<file path="src/rtl/hazard_ctrl.sv">
// -----------------------------------------------------------------------------
// hazard_ctrl
//
// Pipeline control unit for a classic five-stage in-order core. It decides,
// every cycle, which pipeline registers advance, which receive a bubble and
// whether the PC loads. Decisions are combinational from the registered
// state below plus the current stage inputs.
//
// Priority of pipeline events, highest first:
//   1. data-memory stall   (MEM access outstanding, memory not ready)
//   2. branch flush        (taken branch / jump resolved in EX)
//   3. load-use stall      (ID reads the register a load in EX will write)
//   4. instruction wait    (fetch data not valid this cycle)
//   5. wrong-path discard  (fetch that was in flight across a redirect)
//
// Registered state:
//   state        RUN / DMEM_WAIT
//   drop_next    the next fetch response belongs to the pre-redirect path
//   wait_cnt     consecutive data-memory wait cycles, saturating
//   dmem_timeout sticky, set when wait_cnt reaches DMEM_TIMEOUT
//
// Parameters:
//   DMEM_TIMEOUT  data-memory wait cycles before dmem_timeout sets (1..1023)
//   CNT_W         width of the optional performance counters
//
// Optional feature (compile-time macro HAZARD_PERF_COUNTERS_EN):
//   defined   -> stall_count counts cycles with pc_enable=0 out of reset,
//                flush_count counts branch-flush cycles; both wrap.
//   undefined -> both ports are tied to 0 and no counter flops exist.
//
// Ports:
//   clk, rst_n                      clock, asynchronous active-low reset
//   r1_reg_idx_id, r2_reg_idx_id    source register indices in ID
//   uses_r1_id, uses_r2_id          ID instruction actually reads rs1/rs2
//   mem_do_read_ctrl_ex             EX instruction is a load
//   wr_reg_idx_ex                   EX destination register index
//   branch_taken_ex                 EX redirects the fetch stream
//   dmem_req_mem, dmem_ready        MEM-stage data-memory handshake
//   imem_ready                      fetch data valid this cycle
//   pc_enable                       PC load enable
//   if_id_enable / if_id_clear      IF/ID register control
//   id_ex_enable / id_ex_clear      ID/EX register control
//   ex_mem_enable                   EX/MEM register enable
//   mem_wb_enable / mem_wb_clear    MEM/WB register control
//   dmem_timeout                    sticky data-memory timeout flag
//   stall_count, flush_count        optional performance counters
// -----------------------------------------------------------------------------
module hazard_ctrl #(
    parameter int DMEM_TIMEOUT = 64,
    parameter int CNT_W        = 32
) (
    input  logic             clk,
    input  logic             rst_n,
    input  logic [4:0]       r1_reg_idx_id,
    input  logic [4:0]       r2_reg_idx_id,
    input  logic             uses_r1_id,
    input  logic             uses_r2_id,
    input  logic             mem_do_read_ctrl_ex,
    input  logic [4:0]       wr_reg_idx_ex,
    input  logic             branch_taken_ex,
    input  logic             dmem_req_mem,
    input  logic             dmem_ready,
    input  logic             imem_ready,
    output logic             pc_enable,
    output logic             if_id_enable,
    output logic             if_id_clear,
    output logic             id_ex_enable,
    output logic             id_ex_clear,
    output logic             ex_mem_enable,
    output logic             mem_wb_enable,
    output logic             mem_wb_clear,
    output logic             dmem_timeout,
    output logic [CNT_W-1:0] stall_count,
    output logic [CNT_W-1:0] flush_count
);

    // Elaboration-time guard: the wait counter is 10 bits wide.
    if (DMEM_TIMEOUT < 1 || DMEM_TIMEOUT > 1023) begin : g_bad_timeout
        $error("hazard_ctrl: DMEM_TIMEOUT must be in 1..1023");
    end

    typedef enum logic [0:0] {
        RUN       = 1'b0,
        DMEM_WAIT = 1'b1
    } state_t;

    localparam logic [9:0] TIMEOUT_CNT = 10'(DMEM_TIMEOUT);

    state_t     state;
    logic       drop_next;
    logic [9:0] wait_cnt;
    logic [9:0] wait_cnt_inc;

    logic dmem_stall;
    logic flush;
    logic r1_hit;
    logic r2_hit;
    logic load_use;
    logic drop_done;

    // -------------------------------------------------------------------------
    // Event detection
    // -------------------------------------------------------------------------
    assign dmem_stall = dmem_req_mem && !dmem_ready;

    // A branch seen while MEM is stalled stays asserted because EX is frozen,
    // so the flush simply lands on the release cycle without extra storage.
    assign flush = branch_taken_ex && !dmem_stall;

    // Register x0 is hard-wired to zero, so a load targeting it never feeds
    // a dependent instruction.
    assign r1_hit   = uses_r1_id && (r1_reg_idx_id == wr_reg_idx_ex);
    assign r2_hit   = uses_r2_id && (r2_reg_idx_id == wr_reg_idx_ex);
    assign load_use = mem_do_read_ctrl_ex && (wr_reg_idx_ex != 5'd0) && (r1_hit || r2_hit);

    // The stale fetch is consumed only when it actually arrives and nothing
    // more important owns the cycle.
    assign drop_done = drop_next && imem_ready && !dmem_stall && !flush && !load_use;

    // Next value of the wait counter for a stall cycle. Entering from RUN
    // starts the count at one; inside DMEM_WAIT it saturates at the timeout.
    always_comb begin
        wait_cnt_inc = 10'd1;
        if (state == DMEM_WAIT) begin
            if (wait_cnt == TIMEOUT_CNT) begin
                wait_cnt_inc = wait_cnt;
            end else begin
                wait_cnt_inc = wait_cnt + 10'd1;
            end
        end
    end

    // -------------------------------------------------------------------------
    // Pipeline control outputs
    // -------------------------------------------------------------------------
    // NOTE: every output gets a default before the priority chain so no path
    // leaves a value unassigned, which would infer a latch.
    always_comb begin
        pc_enable     = 1'b1;
        if_id_enable  = 1'b1;
        if_id_clear   = 1'b0;
        id_ex_enable  = 1'b1;
        id_ex_clear   = 1'b0;
        ex_mem_enable = 1'b1;
        mem_wb_enable = 1'b1;
        mem_wb_clear  = 1'b0;

        if (!rst_n) begin
            // Hold everything and flush all bubbles while in reset.
            pc_enable     = 1'b0;
            if_id_enable  = 1'b0;
            if_id_clear   = 1'b1;
            id_ex_enable  = 1'b0;
            id_ex_clear   = 1'b1;
            ex_mem_enable = 1'b0;
            mem_wb_enable = 1'b0;
            mem_wb_clear  = 1'b1;
        end else if (dmem_stall) begin
            // Freeze the whole pipe; WB receives a bubble so the stalled
            // MEM instruction is not retired twice.
            pc_enable     = 1'b0;
            if_id_enable  = 1'b0;
            id_ex_enable  = 1'b0;
            ex_mem_enable = 1'b0;
            mem_wb_enable = 1'b0;
            mem_wb_clear  = 1'b1;
        end else if (flush) begin
            // Redirect: load the target, kill the two younger instructions.
            if_id_clear = 1'b1;
            id_ex_clear = 1'b1;
        end else if (load_use) begin
            // Hold PC and IF/ID for one cycle and insert a single bubble into
            // EX; the load leaves EX on this edge so one bubble suffices.
            pc_enable    = 1'b0;
            if_id_enable = 1'b0;
            id_ex_clear  = 1'b1;
        end else if (!imem_ready) begin
            // No fetch data: keep the PC and feed a bubble into ID.
            pc_enable   = 1'b0;
            if_id_clear = 1'b1;
        end else if (drop_next) begin
            // Wrong-path response arrived: discard it and fetch onward.
            if_id_clear = 1'b1;
        end
    end

    // -------------------------------------------------------------------------
    // Sequential state
    // -------------------------------------------------------------------------
    // NOTE: state uses non-blocking assignments so every flop samples the
    // pre-edge values, independent of statement order.
    always_ff @(posedge clk or negedge rst_n) begin
        if (!rst_n) begin
            state        <= RUN;
            drop_next    <= 1'b0;
            wait_cnt     <= 10'd0;
            dmem_timeout <= 1'b0;
        end else begin
            if (dmem_stall) begin
                state    <= DMEM_WAIT;
                wait_cnt <= wait_cnt_inc;
                if (wait_cnt_inc == TIMEOUT_CNT) begin
                    dmem_timeout <= 1'b1;
                end
            end else begin
                state    <= RUN;
                wait_cnt <= 10'd0;
            end

            // A redirect whose fetch has not returned leaves that fetch in
            // flight on the old path; a returned one was already cleared.
            if (flush) begin
                drop_next <= !imem_ready;
            end else if (drop_done) begin
                drop_next <= 1'b0;
            end
        end
    end

    // -------------------------------------------------------------------------
    // Optional performance counters
    // -------------------------------------------------------------------------
`ifdef HAZARD_PERF_COUNTERS_EN
    always_ff @(posedge clk or negedge rst_n) begin
        if (!rst_n) begin
            stall_count <= '0;
            flush_count <= '0;
        end else begin
            if (!pc_enable) begin
                stall_count <= stall_count + 1'b1;
            end
            if (flush) begin
                flush_count <= flush_count + 1'b1;
            end
        end
    end
`else
    assign stall_count = '0;
    assign flush_count = '0;
`endif

endmodule

</file>
<file path="config.mk">
export PLATFORM = sky130hd
export DESIGN_NAME = hazard_ctrl
export DESIGN_NICKNAME = d
export VERILOG_FILES = /design/src/rtl/hazard_ctrl.sv
export SDC_FILE = /design/constraint.sdc
export NUM_CORES = 1
export LEC_CHECK = 0
export CAP_MARGIN = 20
export CORE_UTILIZATION = 33
export DETAILED_ROUTE_END_ITERATION = 8
export PLACE_DENSITY = 0.79
export SLEW_MARGIN = 20
export SYNTH_ARGS = -nofsm -noshare
export SYNTH_HDL_FRONTEND = slang
export SYNTH_SLANG_ARGS = --single-unit
</file>
<file path="constraint.sdc">
create_clock -name clk -period 2.7 [get_ports clk]
set_clock_uncertainty 0.1 [all_clocks]
set_input_delay 0.81 -clock clk [delete_from_list [all_inputs] [get_ports clk]]
set_output_delay 0.81 -clock clk [all_outputs]
set_load 0.1 [all_outputs]
</file>
# Yosys cells after proc, flatten, opt, wreduce, memory -nomap -nowiden
# Index checks and enable logic that the tools add are counted.
[totals] ff_bits=13 in_bits=24 out_inout_bits=73
[classes] add_sub_neg=1 eq_ne=4 mux=28 n_reduce_logical=19
[ops] operator="two-way mux 10 bit" n=3
[ops] operator="two-way mux 1 bit" n=25
[ops] operator="== test 10 x 7 -> 1 bit, second input constant" n=2
[ops] operator="adder 10 x 1 -> 10 bit, second input constant" n=1
[ops] operator="== test 5 bit" n=2
[ops] operator="logical AND 1 bit" n=10
[ops] operator="zero test 1 bit" n=5
[ops] operator="nonzero test 5 bit" n=1
[ops] operator="AND reduction 2 bit" n=1
[ops] operator="nonzero test 2 bit" n=1
[ops] operator="logical OR 1 bit" n=1

# Depth between registers and ports, before layout
[depth] word_depth=9 mapped_depth=7 depth_no_buf=7

# Least setup slack after synthesis
# Ideal clock, no wire load.
[synth_path] path_type="input port to output port" from="input port dmem_ready" to="output port if_id_enable" arrival_time_ns=4.255 t_required_ns=1.790 setup_slack_ns=-2.465 cell_stages=4 cell_sequence="nand2b_1 -> and2_1 -> inv_1 -> a21oi_1"
[synth_via] elab_chain_len=7
[synth_lines] element="start, declared" line_no="62" text="input logic dmem_ready,"
[synth_lines] element="zero test 1 bit (*)" line_no="104" text="assign dmem_stall = dmem_req_mem && !dmem_ready;"
[synth_lines] element="logical AND 1 bit (*)" line_no="104"
[synth_lines] element="zero test 1 bit" line_no="108" text="assign flush = branch_taken_ex && !dmem_stall;"
[synth_lines] element="logical AND 1 bit" line_no="108"
[synth_lines] element="two-way mux 1 bit" line_no="167" text="end else if (flush) begin"
[synth_lines] element="two-way mux 1 bit (*)" line_no="158" text="end else if (dmem_stall) begin"
[synth_lines] element="two-way mux 1 bit (*)" line_no="148" text="if (!rst_n) begin"
[synth_lines] element="end, declared" line_no="65" text="output logic if_id_enable,"
# Every way passes the cells marked *; elsewhere a longest branch is shown, timed or not.

# Worst setup path in the final report
[layout_path] from="input port wr_reg_idx_ex[3]" to="output port if_id_clear"
[layout_via] elab_chain_len=8 elab_cells_between_ends=12 classes_between="2 x eq/ne; 4 x mux; 6 x reduce/logical"
[layout_lines] element="start, declared" line_no="59" text="input logic [4:0] wr_reg_idx_ex,"
[layout_lines] element="== test 5 bit, on equally long branches" line_no="112, 113"
[layout_lines] element="logical AND 1 bit, on equally long branches" line_no="112, 113"
[layout_lines] element="logical OR 1 bit" line_no="114" text="assign load_use = mem_do_read_ctrl_ex && (wr_reg_idx_ex != 5'd0) && (r1_hit || r2_hit);"
[layout_lines] element="logical AND 1 bit (*)" line_no="114"
[layout_lines] element="two-way mux 1 bit (*)" line_no="171" text="end else if (load_use) begin"
[layout_lines] element="two-way mux 1 bit (*)" line_no="167"
[layout_lines] element="two-way mux 1 bit (*)" line_no="158"
[layout_lines] element="two-way mux 1 bit (*)" line_no="148"
[layout_lines] element="end, declared" line_no="66" text="output logic if_id_clear,"
# Marks and branches as above.

==> out/metrics.sh <==
CRITICAL_PATH_END_TYPE='primary output'
LAYOUT_MIN_CYCLE_TIME_NS=3.10
YOSYS_WARNINGS=0
SYNTH_EDF_COUNT=0
GRT_USE_TOTAL_PCT=13.8
MAXCAPVIOLATIONS=0
IR_WORST_VDD_V=0.000178
ANTENNA_CELLS=0
PLACEABLECOREAREA_MM2=0.00414
AREA.GROWTH.SYNTH_TO_FINAL_PCT=35.9
POWER.SHARE.COMBINATIONAL_PCT=61.9
WORST_SETUP_PATH_STARTPOINT='wr_reg_idx_ex[3]'
PLACE_INST=269
MAXSLEWVIOLCOUNT=0
POWER_FRAC_CLOCK_PCT=17.7
HTREE_NUM_LEVELS=1
FIRST_PASS_GRT_WIRE_LENGTH_UM=4750
POSTSYNTHREGISTERBITS=13
LAYOUT.NETS=262
VIA_COUNT_OF_THE_FIRST_GLOBAL_ROUTING_PASS=1031
FIRST_PASS_ITERATION_COUNT_OF_THE_DETAILED_ROUTER=4
SETUP_VIOLATIONS=4
FILLER_INSTANCES=396
SYNTH_COMPOUND_GATE_AREA_SHARE_PCT=9.39
CTS-ROOT-BUF='clkbuf_8'
CRIT_FANOUT=3
TIMING.SETUP.CRITICAL_PATH_CLASS='input port to primary output'
TRITONCTS='done'
SYNTH.LARGEST_AREA_CELL='buf_4'
WORSTSKEWPAIRLATENCY_NS=0.25
DATA_REQUIRED_TIME_AT_THE_WORST_ENDPOINT_NS=1.79
YOSYSUNIQUECELLTYPES=36
DPL.HPWL_UM=2310
SYNTH_ASYNC_SR_FLOP_SHARE_PCT=100
TIMING.SETUP.TNS_NS=-1.42
DR_TOTAL_VIAS=1172
SIMPLE_GATE_FRACTION_OF_SYNTH_AREA_PCT=17.2
HOLD_PATH_STARTPOINT='state'
DIEWIDTH_UM=68.7
TIMING_HOLD_VIOLATIONS_FINAL=0
PLACEMENT_ROWS=23
VIAS_PER_CELL=4.11
RUN_STATUS='finished, violations left'
GLOBAL_ROUTE.OVERFLOW_TOTAL=0
CELLLEAKAGEPOWER_uW=0.000938
SYNTH_AREA_PER_CELL_UM2=8.28
START_UTIL_PCT=35.4
IO_PINS=97
POST_SYNTHESIS_CELL_COUNT=177
SYNTH-ADDER-AREA-SHARE_PCT=1.71
REG2REG_SETUP_SLACK_NS=0.48
POWERDENSITY_mW_PER_MM2=494
TOTALWIRELENGTH_UM=2950
WORSTHOLDPATHTYPE='flip-flop to flip-flop'
YS_FLOP_TYPE='dfrtp_1'
GLOBALPLACE.CONGESTION=0.824
INTERNAL-POWER_uW=406
SYNTHDOMINANTCELLAREASHARE_PCT=33.8
PORTION_OF_THE_POST_SYNTHESIS_AREA_USED_BY_SEQUENTIAL_ELEMENTS_PCT=22.2
POWER.SHARE.SEQUENTIAL_PCT=20.4
MAX_CLOCK_FREQ_GHz=0.322
DRT_FIRST_ITER_VIOLATIONS=51
FINISH.UTILIZATION_PCT=48.1
SYNTH.MUX.AREA_FRACTION_PCT=1.45
FINALHOLDWORSTSLACK_NS=0.382
MAXIMUM_BUFFER_DEPTH_OF_THE_CLOCK_TREE=2
SETUP.WORST_PATH.END='if_id_clear'
CRIT_ARRIVAL_NS=2.19
SYNTHTOPCELLSBYAREA='buf_4 34%, dfrtp_1 22%, xnor2_1 11%, nor2_1 3.1%, inv_1 2.6%'
CRIT_PATH_START_KIND='input port'
NETSWITCHINGFRACTION_PCT=58.7
STDCELL_COUNT=285
GRT_SETUP_UNREPAIRED='yes'
FINAL_CRITICAL_PATH_SETUP_SLACK_NS=-0.403
NET-SWITCHING-POWER_uW=578
VIOLATED_CHECKS='negative setup slack'
NETLIST_AREA_MM2=0.00147
WORST_PATH_CELL_TRACE='buf_6 > or4_4 > o21a_1 > and2_4 > o221ai_4 > buf_12'
WORST_R2R_ENDPOINT='dmem_timeout'
WL_PER_CELL_UM=10.4
GRT_ANTENNA_BEFORE_REPAIR=0
WORSTREG2REGSTART='wait_cnt[0]'
SYNTH_TOP_FAMILY_BY_AREA='buffers and inverters'
YOSYSMOSTFREQUENTCELL='buf_4'
CRIT_PATH_MAX_INCR_DELAY_NS=0.51
DIE_AREA_MM2=0.00471
IO_BUFFER_COUNT=32
R2R_CELLS=7
YOSYS-TOP-CELLS-COUNT='66 x buf_4, 18 x xnor2_1, 13 x dfrtp_1, 12 x nor2_1, 10 x inv_1'
CRIT_SHARE_POST_ROUTE_PCT=115
RESIDUAL_DRC_COUNT=0
CLOCK_SINKS=13
SLOWEST_STAGE='or4_4'
POST_ROUTE_ANT_NETS=0
CTS.CLK_SLEW.WORST_PATHS_NS=0.05
DIE-HEIGHT_UM=68.7
POST_SYNTHESIS_XOR_XNOR_AREA_FRACTION_PCT=10.8
DRIVE_ABOVE_1_SHARE_PCT=27.2
NUMCTSBUFFERS=3
PIN_COUNT_OF_THE_BIGGEST_NET_ENTERING_GLOBAL_ROUTING=16
power groups by stage:
stage | Clock [µW] | Sequential (µW) | Combinational, µW
2_1_floorplan | 0 | 204 | 570
3_3_place_gp | 0 | 204 | 597
3_5_place_dp | 0 | 204 | 599
4_1_cts | 179 | 201 | 600
5_1_grt | 187 | 201 | 630
6_report | 174 | 201 | 610
final cells by class:
type	instances	area [µm²]	share of cell area [%]
clock buffer	4	45.0	2.26
inverter	10	41.3	2.07
multi-input combinational	150	941	47.2
sequential	13	325	16.3
tap	50	62.6	3.14
timing repair buffer	58	578	29.0
placed cells by master, fill, tap and decap left out, drive strengths merged, types with 4 or more instances in the layout:
master	Yosys	final
buf	67	39
nand4	4	4
dlygate4sd2	0	9
dfrtp	13	13
a21oi	5	5
nand2	7	7
nor2	12	12
clkbuf	0	4
clkdlybuf4s50	0	5
conb	1	64
xnor2	18	18
clkdlybuf4s15	0	5
inv	10	9
critical path: cells and delay by family:
| family | cells | cell delay, ns |
|---|---|---|
| compound gates | 2 | 0.39 |
| buf+inv | 2 | 0.30 |
| simple gates | 2 | 0.68 |
stage by stage:
stage               cell area (µm²)  power [µW]  setup WS, ns
floorplan                      1780         774        -0.846
finish                         1990         985        -0.403
global route                   1990        1020        -0.438
global placement               1840         801        -0.720
CTS                            1940         980        -0.412
detailed placement             1840         804        -0.736
sequential cells by signal, indices dropped and copies added (netlist names):
signal,count
dmem_timeout,1
state,1
drop_next,1
wait_cnt,10
worst min path at each step:
stage | end | slack (ns) | cells past startpoint
floorplan | wait_cnt[0] | 0.36 | 1
global placement | wait_cnt[0] | 0.37 | 1
detailed placement | wait_cnt[0] | 0.38 | 1
CTS | wait_cnt[0] | 0.38 | 1
global route | wait_cnt[0] | 0.45 | 1
finish | wait_cnt[0] | 0.38 | 1
routing by layer:
layer | vias up | track usage [%] | wire length, µm
li1 | 569 | - | -
met1 | 540 | 15.9 | 1170
met2 | 52 | 24.5 | 1540
met3 | 11 | 1.32 | 130
met4 | 0 | 7.81 | 111
met5 | - | 0 | 0
timing repair:
action / 4_1_cts / 5_1_grt
pin swaps: 19 / 12
endpoints found under the hold margin: 0 / 0
hold buffers: 0 / 0
endpoints found under the setup margin: 8 / 5
resized for setup: 31 / 11
setup buffers: 11 / 1
cells by family (layout without fill, tap and decap cells):
group,after synthesis,count (layout)
compound gates,21,21
xor+xnor,18,18
mux,2,2
other cells,1,64
fa+ha+maj,2,2
flops,13,13
simple gates,43,43
buf+inv,77,72
No activity file was read; power rests on OpenSTA's default activity.
==> RTL edit 1 (config.mk and constraints unchanged) <==
Set the parameter `DMEM_TIMEOUT` to 32 (it was 64).
--- a/src/rtl/hazard_ctrl.sv
+++ b/src/rtl/hazard_ctrl.sv
@@ -48,3 +48,3 @@
 module hazard_ctrl #(
-    parameter int DMEM_TIMEOUT = 64,
+    parameter int DMEM_TIMEOUT = 32,
     parameter int CNT_W        = 32
Check against the original RTL: no difference found for any inputs over 10 cycles, from zero or initial values and one cycle with rst_n low; that may be too few to reach the edited logic, so the function may still have changed.
==> RTL edit 1 against the original RTL <==
- the flow still finishes with violations (setup timing)
- largest power group unchanged
- count of clock-buffer cells in the layout unchanged
- design area decreased by 8.9%
- largest cell class unchanged
- area after synthesis decreased by 4.9%
- routed wire length decreased by 6.5%
- die area decreased by 4.7%
- via count decreased by 7.3%
- final cell count decreased by 7.4%
- highest routed layer unchanged
- clock power increased by 5%
- sequential cell count unchanged
- critical path type unchanged
- power decreased by 1.4%
- critical path depth increased by 2
- worst setup slack got worse by 0.043 ns
==> RTL edit 1: results (changes against the original RTL) <==
- Syn Area/Cell: 8.21 um^2 (was 8.28 um^2)
- # placed instances: 260 (was 269)
- Worst EP arrival: 2.24 ns (was 2.19 ns)
- Hold WS: 0.372 ns (was 0.382 ns)
- Run status: complete, but fails checks (unchanged)
- Met1 wire length: 1.06 mm (was 1.17 mm)
- Fill count: 398 (was 396)
- Mapped Area: 1400 um^2 (was 1470 um^2)
- Largest net degree at the start of global routing: 10 (was 16)
- Seq area share: 0.179 (was 0.163)
- Via count: 1087 (was 1172)
- Met2 wire length: 1.51 mm (was 1.54 mm)
- Multi-input logic area: 892 um^2 (was 941 um^2)
- Multi-In Gates: 147 (was 150)
- Overall fraction of global-route tracks in use: 0.139 (was 0.138)
- Non-clk buf share: 0.256 (was 0.290)
- DP Area: 1770 um^2 (was 1840 um^2)
- Top post-synthesis cells by count: 66 x buf_4, 20 x nor2_1, 13 x dfrtp_1 (was 66 x buf_4, 18 x xnor2_1, 13 x dfrtp_1)
- Setup TNS Final: -1.61 ns (was -1.42 ns)
- Met3 WL post-DR: 146 um (was 130 um)
- First-pass GRT wire length: 4.58 mm (was 4.75 mm)
- Vias in the first global route: 993 (was 1031)
- Fraction of layout instances using a drive strength above 1: 0.262 (was 0.272)
- CP Launch Point: r1_reg_idx_id[2] (was wr_reg_idx_ex[3])
- Final worst slack: -0.446 ns (was -0.403 ns)
- Bufs w/o clock: 44 (was 58)
- Global routing usage on met3: 0.0223 (was 0.0132)
- Final HPWL from detailed placement: 2.19 mm (was 2.31 mm)
- Max-cap viol count: 0 (unchanged)
- GR met2 Demand/Resource: 0.238 (was 0.245)
- Failing checks: setup timing (unchanged)
- Leak Pwr: 0.887 nW (was 0.938 nW)
- Peak supply drop: 0.000192 V (was 0.000178 V)
- Area contributors post-synth: buf_4 36%, dfrtp_1 23%, xor2_1 7.5% (was buf_4 34%, dfrtp_1 22%, xnor2_1 11%)
- Slowest stage delay, CP: 0.28 ns (was 0.51 ns)
- Detailed Route Iter0 Violations: 17 (was 51)
- Area growth syn-to-layout: 30.1% (was 35.9%)
- Finish-stage setup viols: 4 (unchanged)
- Post_cts resized: 62 (was 31)
- Post-synthesis cell type count: 32 (was 36)
- Non-clk invs: 6 (was 10)
- Final WL: 2.76 mm (was 2.95 mm)
- Setup Fix Bufs, Post-CTS: 0 (was 11)
- Hold EP: dmem_timeout (was wait_cnt[0])
- Post-place setup slack: -0.895 ns (was -0.736 ns)
- Clock buf/inv share: 0.0248 (was 0.0226)
- Flop2flop setup slack: 0.78 ns (was 0.48 ns)
- CP max FO: 4 (was 3)
- # nets final: 241 (was 262)
- GP Congestion: 0.903 (was 0.824)
RTL edit 1: cell count changes in the layout (fill, tap and decap cells not counted), moves of 3 or more:
cell / before / now
clkdlybuf4s15_1: 5 / 0
xor2_1: 0 / 10
nand4_1: 4 / 1
buf_2: 2 / 6
xnor2_1: 16 / 6
a31oi_1: 3 / 0
buf_6: 3 / 8
inv_1: 9 / 5
dlygate4sd2_1: 9 / 5
nor2_1: 12 / 17
buf_4: 26 / 12
nand3_1: 2 / 5
RTL edit 1: where the power goes:
group	internal (W)	switching [W]
clock network	0.000105	0.0000776
logic	0.0000884	0.000498
registers	0.000198	0.00000393
RTL edit 1: cells by family after synthesis:
family | count (synthesis) | share of synthesized area
simple gates | 48 | 0.183
buf+inv | 73 | 0.375
xor+xnor | 18 | 0.113
other cells | 1 | 0.00269
compound gates | 14 | 0.0673
mux | 1 | 0.00807
flops | 13 | 0.233
fa+ha+maj | 2 | 0.0179
==> RTL edit 2 (same settings) <==
Without the edit above. Put one more register stage on the output `dmem_timeout`, with the module's reset. The value now appears one clock later. The other outputs are not delayed to match. Comments in the files are not updated.
--- a/src/rtl/hazard_ctrl.sv
+++ b/src/rtl/hazard_ctrl.sv
@@ -76,2 +76,4 @@
 
+    logic dmem_timeout_s0;
+
     // Elaboration-time guard: the wait counter is 10 bits wide.
@@ -196,3 +198,3 @@
             wait_cnt     <= 10'd0;
-            dmem_timeout <= 1'b0;
+            dmem_timeout_s0 <= 1'b0;
         end else begin
@@ -202,3 +204,3 @@
                 if (wait_cnt_inc == TIMEOUT_CNT) begin
-                    dmem_timeout <= 1'b1;
+                    dmem_timeout_s0 <= 1'b1;
                 end
@@ -241,2 +243,10 @@
 
+    always_ff @(posedge clk or negedge rst_n) begin
+        if (!rst_n) begin
+            dmem_timeout <= '0;
+        end else begin
+            dmem_timeout <= dmem_timeout_s0;
+        end
+    end
+
 endmodule
Check against the original RTL: same outputs for any inputs over 10 cycles, from zero or initial values and one cycle with rst_n low; that may be too few to reach the edited logic, so the function may still have changed.
==> RTL edit 2 against the original RTL <==
- the run still ends with setup timing left
- sequential cell count up 1
- design area down 3.6%
- sequential share of layout area up 1.9 points
- via count down 2.6%
- routed wire length down 2.0%
- worst setup slack better by 0.023 ns
- area after synthesis up 1.7%
- power up 0.16%
==> RTL edit 2: results (changes against the original RTL) <==
- Run status: complete, but fails checks (unchanged)
- Failing checks: setup timing (unchanged)
- Syn Area/Cell: 8.38 um^2 (was 8.28 um^2)
- Detailed Route Iter0 Violations: 70 (was 51)
- Synth Area in Compound Gates: 0.0923 (was 0.0939)
- Post-synthesis cell type count: 36 (unchanged)
- First-pass GRT wire length: 4.75 mm (about the same)
- Synth Flop Type: dfrtp_1 (unchanged)
- Final worst slack: -0.381 ns (was -0.403 ns)
- Leak Pwr: 0.890 nW (was 0.938 nW)
- Worst EP arrival: 2.17 ns (was 2.19 ns)
- Flop2flop setup slack: 0.52 ns (was 0.48 ns)
- # placed instances: 271 (was 269)
- Sequential share of the synthesized area: 0.235 (was 0.222)
- # nets final: 252 (was 262)
- Largest net degree at the start of global routing: 17 (was 16)
- Vias in the first global route: 1068 (was 1031)
- DP Area: 1860 um^2 (was 1840 um^2)
- Overall fraction of global-route tracks in use: 0.125 (was 0.138)
- Setup TNS Final: -1.35 ns (was -1.42 ns)
- Finish-stage setup viols: 4 (unchanged)
- GP Congestion: 0.832 (was 0.824)
- Top post-synthesis cells by count: 66 x buf_4, 18 x xnor2_1, 14 x dfrtp_1 (was 66 x buf_4, 18 x xnor2_1, 13 x dfrtp_1)
- Peak supply drop: 0.000220 V (was 0.000178 V)
- Final HPWL from detailed placement: 2.41 mm (was 2.31 mm)
- Hold path start: dmem_timeout_s0 (was state)
- Hold Crit Depth: 0 (was 1)
- XOR/XNOR share of the synthesized area: 0.106 (was 0.108)
- Final WL: 2.89 mm (was 2.95 mm)
- CTS buffer count: 3 (unchanged)
- Reg2reg path depth: 7 (unchanged)
- Via density per instance: 4.13 (was 4.11)
- Hold EP: dmem_timeout (was wait_cnt[0])
- Fraction of layout instances using a drive strength above 1: 0.228 (was 0.272)
- Area contributors post-synth: buf_4 33%, dfrtp_1 23%, xnor2_1 11% (was buf_4 34%, dfrtp_1 22%, xnor2_1 11%)
- Mux contribution to synthesized area: 0.0143 (was 0.0145)
- Routed len/inst: 10.5 um (was 10.4 um)
RTL edit 2: cell count changes in the layout (fill, tap and decap cells not counted):
cell	change
dfrtp_1	+1
dlygate4sd2_1	+5
buf_4	-11
clkdlybuf4s15_1	-4
buf_2	-1
nand3_2	-1
a21oi_4	-1
clkbuf_1	-1
a21oi_2	+1
nand3_1	+1
RTL edit 2: report_power, final:
part           switching (W)  internal, W  leakage (nW)
clock network      0.0000724    0.0000989        0.0216
registers         0.00000320     0.000213         0.181
logic               0.000503    0.0000956         0.687
RTL edit 2: through the flow:
step                hold slack (ns)  total power [W]  worst slack [ns]
global route                  0.315          0.00101            -0.433
CTS                           0.309         0.000985            -0.431
floorplan                     0.274         0.000789            -0.846
global placement              0.294         0.000815            -0.709
detailed placement            0.296         0.000819            -0.732
finish                        0.303         0.000986            -0.381
RTL edit 2: cells by family (layout without fill, tap and decap cells):
group | count (synthesis) | in the layout
AO/OA/AOI/OAI | 21 | 21
multiplexers | 2 | 2
XOR/XNOR | 18 | 18
buffers and inverters | 77 | 60
AND/OR/NAND/NOR | 43 | 43
other | 1 | 64
flip-flops | 14 | 14
adder cells (fa/ha/maj) | 2 | 2
RTL edit 2: worst max path at each step:
| stage | start | to | slack (ns) | cells after the start |
|---|---|---|---|---|
| 2_1_floorplan | dmem_ready | pc_enable | -0.85 | 4 |
| 3_3_place_gp | wr_reg_idx_ex[0] | if_id_clear | -0.71 | 6 |
| 3_5_place_dp | wr_reg_idx_ex[0] | if_id_clear | -0.73 | 6 |
| 4_1_cts | wr_reg_idx_ex[4] | if_id_clear | -0.43 | 6 |
| 5_1_grt | wr_reg_idx_ex[0] | if_id_clear | -0.43 | 8 |
| 6_report | wr_reg_idx_ex[2] | if_id_clear | -0.38 | 6 |
RTL edit 2: repair_timing:
action	in CTS	in global routing
gates resized for setup	30	4
buffers inserted	1	1
endpoints found under the setup margin	8	4
pin swaps	17	4
RTL edit 2: routing by layer:
| layer | part of all wire | GRT usage | wire length (um) |
|---|---|---|---|
| met1 | 0.38 | 0.129 | 1100 |
| met3 | 0.034 | 0.0145 | 99 |
| met4 | 0.030 | 0.0816 | 87 |
| met5 | 0 | 0 | 0 |
| met2 | 0.56 | 0.236 | 1610 |
RTL edit 2: layout make-up:
| cell class | instances | area [um^2] |
|---|---|---|
| clock buffer | 3 | 41.3 |
| timing repair buffer | 47 | 494 |
| fill | 421 | 2430 |
| tap | 52 | 65.1 |
| sequential | 14 | 350 |
| multi-input combinational | 150 | 928 |
| inverter | 10 | 41.3 |
RTL edit 2: worst reg2reg max path, stage by stage, from the launching register on:
cell and delay (ns):
dfrtp_1 0.42, inv_1 0.15, ha_1 0.15, or3b_2 0.47, nor4_4 0.32, a31oi_1 0.13, a21boi_1 0.15, a211oi_2 0.20
